## src/rtl/cipher_pkg.sv

```systemverilog
// Shared constants and state encoding for the iterative Feistel cipher engine.
package cipher_pkg;

    localparam int CTRL_START      = 0;
    localparam int CTRL_CLEAR      = 1;
    localparam int CTRL_ROUNDS_LSB = 8;

    localparam int ROT_AMT = 3;

    typedef enum logic [1:0] {
        ST_IDLE = 2'd0,
        ST_RUN  = 2'd1,
        ST_DONE = 2'd2
    } state_t;

    function automatic logic [31:0] rotl32(input logic [31:0] v);
        return (v << ROT_AMT) | (v >> (32 - ROT_AMT));
    endfunction

endpackage

```

## src/rtl/cipher_round_fn.sv

```systemverilog
// One combinational Feistel round: L' = R, R' = L ^ (rotl(R,3) + rk) ^ i.
module cipher_round_fn
    import cipher_pkg::*;
#(
    parameter int IDX_W = 5
) (
    input  logic [31:0]      i_l,
    input  logic [31:0]      i_r,
    input  logic [31:0]      i_rk,
    input  logic [IDX_W-1:0] i_idx,
    output logic [31:0]      o_l,
    output logic [31:0]      o_r
);

    logic [31:0] w_sum;
    logic [31:0] w_f;

    assign w_sum = rotl32(i_r) + i_rk;
    assign w_f   = w_sum ^ {{(32-IDX_W){1'b0}}, i_idx};
    assign o_l   = i_r;
    assign o_r   = i_l ^ w_f;

endmodule

```

## src/rtl/cipher_round_engine.sv

```systemverilog
// Iterative 64-bit Feistel engine: one round per clock, sticky done and
// a single-cycle completion interrupt.
module cipher_round_engine
    import cipher_pkg::*;
#(
    parameter int MAX_ROUNDS_LOG2 = 5
) (
    input  logic                       wb_clk_i,
    input  logic                       wb_rst_i,
    input  logic [63:0]                key_in,
    input  logic [63:0]                plain_in,
    input  logic [31:0]                control_in,
    output logic [63:0]                cipher_out,
    output logic                       busy,
    output logic                       done,
    output logic [MAX_ROUNDS_LOG2-1:0] round_cnt,
    output logic                       irq_done
);

    localparam int NW = MAX_ROUNDS_LOG2;

    state_t r_state;
    state_t w_next;

    logic          r_start_q;
    logic [63:0]   r_key;
    logic [31:0]   r_l;
    logic [31:0]   r_r;
    logic [NW-1:0] r_n;
    logic [NW-1:0] r_cnt;
    logic [63:0]   r_cipher;
    logic          r_irq;

    logic          w_start_pulse;
    logic          w_clear;
    logic [NW-1:0] w_n_in;
    logic          w_last;
    logic [31:0]   w_rk;
    logic [31:0]   w_l_nxt;
    logic [31:0]   w_r_nxt;
    logic          w_unused_ctrl;

    assign w_start_pulse = control_in[CTRL_START] & ~r_start_q;
    assign w_clear       = control_in[CTRL_CLEAR];
    assign w_n_in        = control_in[CTRL_ROUNDS_LSB +: NW];
    assign w_last        = (r_cnt == r_n - {{(NW-1){1'b0}}, 1'b1});
    assign w_unused_ctrl = ^{control_in[31:CTRL_ROUNDS_LSB+NW],
                             control_in[CTRL_ROUNDS_LSB-1:2]};

    // Even rounds use K0 (upper word), odd rounds use K1.
    assign w_rk = r_cnt[0] ? r_key[31:0] : r_key[63:32];

    cipher_round_fn #(
        .IDX_W (NW)
    ) u_round (
        .i_l   (r_l),
        .i_r   (r_r),
        .i_rk  (w_rk),
        .i_idx (r_cnt),
        .o_l   (w_l_nxt),
        .o_r   (w_r_nxt)
    );

    always_comb begin
        w_next = r_state;
        unique case (r_state)
            ST_IDLE: begin
                if (w_start_pulse)
                    w_next = (w_n_in == '0) ? ST_DONE : ST_RUN;
            end
            ST_RUN: begin
                if (w_last)
                    w_next = ST_DONE;
            end
            ST_DONE: begin
                if (w_start_pulse)
                    w_next = (w_n_in == '0) ? ST_DONE : ST_RUN;
                else if (w_clear)
                    w_next = ST_IDLE;
            end
            default: w_next = ST_IDLE;
        endcase
    end

    always_ff @(posedge wb_clk_i) begin
        if (wb_rst_i) begin
            r_state   <= ST_IDLE;
            r_start_q <= 1'b0;
            r_irq     <= 1'b0;
        end else begin
            r_state   <= w_next;
            r_start_q <= control_in[CTRL_START];
            r_irq     <= (w_next == ST_DONE) && (r_state != ST_DONE);
        end
    end

    always_ff @(posedge wb_clk_i) begin
        if (wb_rst_i) begin
            r_key    <= '0;
            r_l      <= '0;
            r_r      <= '0;
            r_n      <= '0;
            r_cnt    <= '0;
            r_cipher <= '0;
        end else begin
            unique case (r_state)
                ST_IDLE, ST_DONE: begin
                    if (w_start_pulse) begin
                        r_key <= key_in;
                        r_l   <= plain_in[63:32];
                        r_r   <= plain_in[31:0];
                        r_cnt <= '0;
                        if (w_n_in == '0)
                            r_cipher <= plain_in;
                        else
                            r_n <= w_n_in;
                    end
                end
                ST_RUN: begin
                    r_l   <= w_l_nxt;
                    r_r   <= w_r_nxt;
                    r_cnt <= r_cnt + {{(NW-1){1'b0}}, 1'b1};
                    if (w_last)
                        r_cipher <= {w_l_nxt, w_r_nxt};
                end
                default: ;
            endcase
        end
    end

    assign cipher_out = r_cipher;
    assign busy       = (r_state == ST_RUN);
    assign done       = (r_state == ST_DONE);
    assign round_cnt  = r_cnt;
    assign irq_done   = r_irq;

endmodule

```

## config.mk

```make
export PLATFORM = sky130hd
export DESIGN_NAME = cipher_round_engine
export DESIGN_NICKNAME = d
export VERILOG_FILES = /design/src/rtl/cipher_pkg.sv /design/src/rtl/cipher_round_fn.sv /design/src/rtl/cipher_round_engine.sv
export SDC_FILE = /design/constraint.sdc
export NUM_CORES = 1
export LEC_CHECK = 0
export ABC_AREA = 1
export BUFFER_PORTS_ARGS = -buffer_cell sky130_fd_sc_hd__buf_2
export CORE_ASPECT_RATIO = 1.4
export CORE_UTILIZATION = 30
export CTS_CLUSTER_DIAMETER = 150
export CTS_CLUSTER_SIZE = 20
export DETAILED_ROUTE_END_ITERATION = 8
export PLACE_DENSITY = 0.51
export SLEW_MARGIN = 5
export SYNTH_ARGS = -nofsm -noshare
export SYNTH_HDL_FRONTEND = slang
export SYNTH_SLANG_ARGS = --single-unit
```

## constraint.sdc

```tcl
create_clock -name wb_clk_i -period 3.3 [get_ports wb_clk_i]
set_input_delay 0.495 -clock wb_clk_i [delete_from_list [all_inputs] [get_ports wb_clk_i]]
set_output_delay 0.495 -clock wb_clk_i [all_outputs]
set_load 0.01 [all_outputs]
```

== After elaboration in Yosys (flattened, before gate mapping) ==
Index checks and enable logic that the tools add are counted.

* Output and inout bits: 72
* Input port bits: 162
* Memory bits (writable): 0
* Bits in latches: 0
* Logic and storage cells: 52
* Register bits after elaboration: 206
* Memories kept: 0
* Bits in read-only memories: 0

* Shifts and indexed selects: 0
* Reduce and logical (&&, ||, !) cells: 9
* Multiply operators: 0
* Muxes and demuxes: 17
* Bitwise operators: 6
* Equal/unequal tests: 8
* Divide/modulo/power cells: 0
* Order comparisons: 0
* Add/subtract/negate cells: 3

{| class="wikitable"
|+ Operator list
! cell !! number
|-
| 2-to-1 mux 64 bit || 3
|-
| one-hot mux 32 bit (2 select lines) || 2
|-
| one-hot mux 64 bit (2 select lines) || 1
|-
| 2-to-1 mux 32 bit || 3
|-
| adder 32 bit || 1
|-
| bitwise OR 32 x 3 -> 32 bit || 1
|-
| bitwise XOR 32 bit || 1
|-
| bitwise XOR 32 x 5 -> 32 bit || 1
|-
| 2-to-1 mux 2 bit || 5
|-
| one-hot mux 5 bit (2 select lines) || 1
|-
| inequality test 2 bit, second input constant || 3
|-
| one-hot mux 2 bit (3 select lines) || 1
|-
| adder 5 x 1 -> 5 bit, second input constant || 1
|-
| == test 5 bit || 1
|-
| zero test 5 bit || 1
|-
| 2-to-1 mux 5 bit || 1
|-
| subtractor 5 x 1 -> 5 bit, second input constant || 1
|-
| == test 2 bit, second input constant || 2
|-
| AND reduction 2 bit || 2
|-
| AND reduction 4 bit || 1
|-
| AND reduction 3 bit || 1
|-
| == test 2 x 1 -> 1 bit, second input constant || 1
|-
| zero test 2 bit || 1
|-
| inequality test 2 x 1 -> 1 bit, second input constant || 1
|-
| 5 further kinds || 6
|}

== Longest topological paths before layout ==
* Depth after elaboration: 6
* Depth in mapped cells: 19
* Mapped depth without buffers: 18

== Cells and area by module ==
A second synthesis with hierarchy kept.

* Cell total of the unflattened synthesis: 1963
* Area, all modules: 12164.2 um^2

{| class="wikitable"
|+ Modules (own cells, without submodules)
! module !! seq. area each (um^2) !! area each (um^2) !! times used !! cells each
|-
| cipher_round_engine || 4124.0 || 9042.4 || 1 || 1366
|-
| cipher_round_fn || 0.0 || 3121.7 || 1 || 597
|}

== Worst setup path after synthesis ==
OpenSTA, ideal clock, no wires.

* Path type: register to register
* From: reg r_cnt[0], in the netlist round_cnt[0]
* To: reg r_r[4]
* Library setup time: 0.128 ns
* Clock period less this slack: 2.812 ns
* Data required time: 3.172 ns
* Path buffers: 2
* Slack: 0.488 ns
* Stages on the path, launching flop included: 17
* Data arrival time: 2.683 ns
* Cell sequence: dfxtp_1 clkbuf_1 buf_1 nand2_1 o21ai_0 ha_1 inv_1 fa_1 inv_1 nand3_1 nand3_1 inv_1 or2_2 nand3_1 nand2_1 o21ai_0 a21oi_1

* Word-level cells in the longest chain between the ends: 5

{| class="wikitable"
|+ RTL lines
! item !! line !! RTL
|-
| from (decl) || cipher_round_engine.sv:30 || <nowiki>logic [NW-1:0] r_cnt;</nowiki>
|-
| from (signal assigned) || cipher_round_engine.sv:122 || <nowiki>r_cnt <= r_cnt + {{(NW-1){1'b0}}, 1'b1};</nowiki>
|-
| 2-to-1 mux 32 bit || cipher_round_engine.sv:51 || <nowiki>assign w_rk = r_cnt[0] ? r_key[31:0] : r_key[63:32];</nowiki>
|-
| adder 32 bit || cipher_round_fn.sv:18 || <nowiki>assign w_sum = rotl32(i_r) + i_rk;</nowiki>
|-
| bitwise XOR 32 x 5 -> 32 bit || cipher_round_fn.sv:19 || <nowiki>assign w_f = w_sum ^ {{(32-IDX_W){1'b0}}, i_idx};</nowiki>
|-
| bitwise XOR 32 bit || cipher_round_fn.sv:21 || <nowiki>assign o_r = i_l ^ w_f;</nowiki>
|-
| one-hot mux 32 bit (2 select lines) || cipher_round_engine.sv:106 || <nowiki>unique case (r_state)</nowiki>
|-
| to (signal assigned) || cipher_round_engine.sv:111 || <nowiki>r_r <= plain_in[31:0];</nowiki>
|-
| to (signal assigned) || cipher_round_engine.sv:121 || <nowiki>r_r <= w_r_nxt;</nowiki>
|-
| to (decl) || cipher_round_engine.sv:28 || <nowiki>logic [31:0] r_r;</nowiki>
|}

No other way between the ends.
A chain may end at the register's enable or synchronous reset.

== Final worst setup path ==
* From: reg r_cnt[0], in the netlist round_cnt[0]
* To: reg r_cipher[14], in the netlist cipher_out[14]

* Word-level cells in the longest chain between the ends: 6
* Elaborated cells between the ends (all ways): 9
* Those cells by class: add/sub (1); eq/ne (2); mux (3); bitwise (2); reduce/logical (1)

{| class="wikitable"
|+ RTL lines
! item !! line !! RTL
|-
| 2-to-1 mux 32 bit || cipher_round_engine.sv:51 ||
|-
| adder 32 bit || cipher_round_fn.sv:18 ||
|-
| bitwise XOR 32 x 5 -> 32 bit || cipher_round_fn.sv:19 ||
|-
| bitwise XOR 32 bit || cipher_round_fn.sv:21 ||
|-
| 2-to-1 mux 64 bit || cipher_round_engine.sv:123 || <nowiki>if (w_last)</nowiki>
|-
| one-hot mux 64 bit (2 select lines) || cipher_round_engine.sv:106 ||
|-
| to (signal assigned) || cipher_round_engine.sv:114 || <nowiki>r_cipher <= plain_in;</nowiki>
|-
| to (signal assigned) || cipher_round_engine.sv:124 || <nowiki>r_cipher <= {w_l_nxt, w_r_nxt};</nowiki>
|-
| to (decl) || cipher_round_engine.sv:31 || <nowiki>logic [63:0] r_cipher;</nowiki>
|}

Parallel ways exist; a longest one is shown, timed or not. The select of a mux whose other input is x is not followed.

==> summary.md <==
| Metric | Value |
|---|---|
| # DRC | `9` |
| FF-to-FF setup slack | `0.31 ns` |
| Share of layout cells above drive strength 1 | `13.5%` |
| EDFF count, synth | `0` |
| Mux share of post-synthesis cell area | `0%` |
| CTS H-tree lvls | `1` |
| DRT Wirelength | `37100 microns` |
| Pint | `0.00414 W` |
| Synth Area in Compound Gates | `16.4%` |
| Largest net degree at the start of global routing | `67` |
| Clock latency on the worst-skew pair | `0.50 ns` |
| Setup TNS | `0 ns` |
| CP required | `3.70 ns` |
| F_max | `334 MHz` |
| Setup violators final | `0` |
| Number of CTS-inserted buffers | `14` |
| ANT cells | `0` |
| Worst setup SP type | `flip-flop` |
| R2R Path Start | `round_cnt[0]` |
| Vias in the first global route | `10700` |
| RSZ-0062 raised after global routing | `false` |
| Core box area | `36900 sq um` |
| Gate power share | `26.7%` |
| Net switching power | `0.00214 W` |
| Crit path time final | `2.99 ns` |
| Nets | `2137` |
| I/O pin count | `234` |
| Seq pwr share | `45.6%` |
| Gpl congestion | `0.915` |
| Leakage | `6.85 nW` |
| Endpoints failing hold | `0` |
| Hold Path End | `r_key[14]` |
| Synthesized instance count | `1780` |
| Top cell type's share of synthesized area | `36.6%` |
| Fraction of registers with async set/reset | `0%` |
| VDD IR max | `0.000245 V` |
| DR vias | `11200` |
| Post-CTS Setup Bufs | `0` |
| Largest family of logic cells by synthesized area | `simple AND/OR/NAND/NOR gates` |
| Measured slew at the worst slew-check pin | `0.770 ns` |
| Final Power | `0.00628 W` |
| Fin crit share | `90.7%` |
| Fill count | `4116` |
| Failing checks | `DRC` |
| Max-cap violations | `0` |
| Clk Tree Root Cell | `clkbuf_16` |
| Starting Density | `30.6%` |
| Post-synth net total | `1976` |
| Synth area leader | `dfxtp_1` |
| Die X | `166 microns` |
| Final core occ | `35.7%` |
| Crit Path Class | `flip-flop to flip-flop` |
| WHS Path Cells | `3` |
| Status | `finished, violations left` |
| Syn. warnings | `0` |
| CTS resizes | `0` |
| CTS Hold Buffers Added | `0` |
| Initial detailed-routing violation count | `576` |
| Slew headroom | `48.6%` |
| Detail Route Antenna Nets | `0` |
| Sequential share of the synthesized area | `36.6%` |
| Row count | `83` |
| Clock power share | `27.7%` |
| Overflow after GRT | `0` |
| Synth Cell Area | `11300 sq um` |
| Max Root-Sink Buffers | `3` |
| Area share of fa/ha/maj cells after synthesis | `3.84%` |
| Setup Skew | `0.0224 ns` |
| Synth area leaders | `dfxtp_1, nand2_1, inv_1` |
| Die Height | `231 microns` |
| Layout Area Growth over Synthesis | `16.5%` |
| Reg-to-reg endpoint | `cipher_out[14]` |
| Dominant synthesized flop cell | `dfxtp_1` |
| WL/cell | `15.4 microns` |
| Cell area after layout | `13100 sq um` |
| DRT Pass-1 Iters | `9` |
| Post-Synth XOR/XNOR Area | `3.26%` |
| Antenna violations before repair | `0` |
| Netlist cell types | `32` |
| Detail Placement HPWL | `28300 microns` |
| Die area | `38400 sq um` |
| First-pass GRT wire length | `58300 microns` |
| Avg Cell Area, Syn | `6.34 sq um` |
| # port buffers | `208` |
| Sw frac | `34.1%` |
| CP Capture Type | `flip-flop` |
| TritonCTS clock tree | `done` |
| Placed inst area | `12800 sq um` |
| Clk pin slew, worst setup/hold paths | `0.09 ns` |
| Simple-gate portion of the synthesized area | `28.0%` |
| Power per cell area | `478 nW/um^2` |
| Slew Limit Fails | `0` |
| Num Clock Sinks | `206` |
| FF+latch count, synth | `206` |
| Hold Crit Class | `input pin to flip-flop` |
| Crit path DAT | `3.39 ns` |
| Overall Global Routing Usage | `19.3%` |
| Hold Path Origin | `key_in[14]` |
| Crit-path max FO | `17` |
| Via/cell ratio | `4.67` |
| Worst r2r path cells | `14` |
through the flow:
| stage | hold WS (ns) | instances | setup WS (ns) |
|---|---|---|---|
| final | 0.210 | 2408 | 0.306 |
| after global routing | 0.206 | 2408 | 0.0307 |
| after CTS | 0.189 | 2408 | 0.351 |
| after detailed placement | 0.438 | 2392 | 0.360 |
| after global placement | 0.433 | 2392 | 0.391 |
| after floorplan | 0.424 | 1780 | 0.488 |
final cells by class:
class	instances	area, sq um	share of cell area [%]
clock inverters	1	16.3	0.124
inverters	266	1000	7.60
clock buffers	15	375	2.86
well taps	467	584	4.44
flip-flops and latches	206	4130	31.4
repair buffers	229	1220	9.31
multi-input cells	1224	5820	44.3
layer usage:
layer,global-route usage [%],part of all wire (%),wire length (microns)
met5,0,0,0
met4,5.29,1.9,724
met3,2.49,4.5,1660
met2,34.7,49,18300
met1,24.0,44,16400
worst max-delay path by stage:
stage          slack, ns             end          from  cells past startpoint
6_report            0.31  cipher_out[14]  round_cnt[0]                     14
5_1_grt             0.03  cipher_out[13]  round_cnt[0]                     16
4_1_cts             0.35  cipher_out[13]  round_cnt[0]                     16
3_5_place_dp        0.36  cipher_out[13]  round_cnt[0]                     16
3_3_place_gp        0.39  cipher_out[27]  round_cnt[0]                     14
2_1_floorplan       0.49          r_r[4]  round_cnt[0]                     16
state kept, by name, summed over array words and instances (netlist names):
name        count
round_cnt       5
r_key          64
r_n             5
r_l            32
irq_done        1
r_r            32
r_start_q       1
cipher_out     64
r_state         2
cells in the final DEF (no fill, tap or decap), types with 7 or more instances in the layout:
cell,netlist,layout
buf_4,4,19
nor3_1,7,7
nand4_1,7,7
nor2_1,153,152
buf_2,12,208
inv_1,264,262
a31oi_1,29,29
nand2_1,521,520
o21ai_0,180,180
xnor2_1,14,14
a21oi_1,124,124
dfxtp_1,206,205
o21ai_1,9,9
xor2_1,28,28
clkbuf_16,0,15
ha_1,33,33
or2_2,7,7
nand3_1,91,91
critical path: stages (launching register included):
cell     delay, ns
dfxtp_2       0.42
buf_4         0.23
o21ai_0       0.45
ha_1          0.40
nand2_1       0.12
inv_1         0.05
nand2_1       0.09
inv_1         0.09
a21oi_1       0.14
nand2_1       0.19
or2_2         0.33
nand3_1       0.08
nand2_1       0.12
nor2_1        0.11
nor2_1        0.05
cell usage after synthesis (14+ instances only):
library cell	n
a31oi_1	29
nor2_1	153
xor2_1	28
dfxtp_1	206
ha_1	33
xnor2_1	14
nand3_1	91
o21ai_0	180
a21oi_1	124
clkbuf_1	59
nand2_1	521
inv_1	264
power groups by stage:
stage / Combinational, W / Sequential [W] / Clock [W]
2_1_floorplan: 0.00114 / 0.00289 / 0
3_5_place_dp: 0.00170 / 0.00292 / 0
4_1_cts: 0.00171 / 0.00286 / 0.00182
5_1_grt: 0.00192 / 0.00289 / 0.00192
3_3_place_gp: 0.00168 / 0.00292 / 0
6_report: 0.00168 / 0.00286 / 0.00174
kinds of logic after synthesis:
group | count (synthesis)
AND/OR/NAND/NOR | 793
AO/OA/AOI/OAI | 355
buffers and inverters | 350
flip-flops | 206
XOR/XNOR | 42
adder cells (fa/ha/maj) | 34
Note: power is estimated with default switching activity, not from simulation.
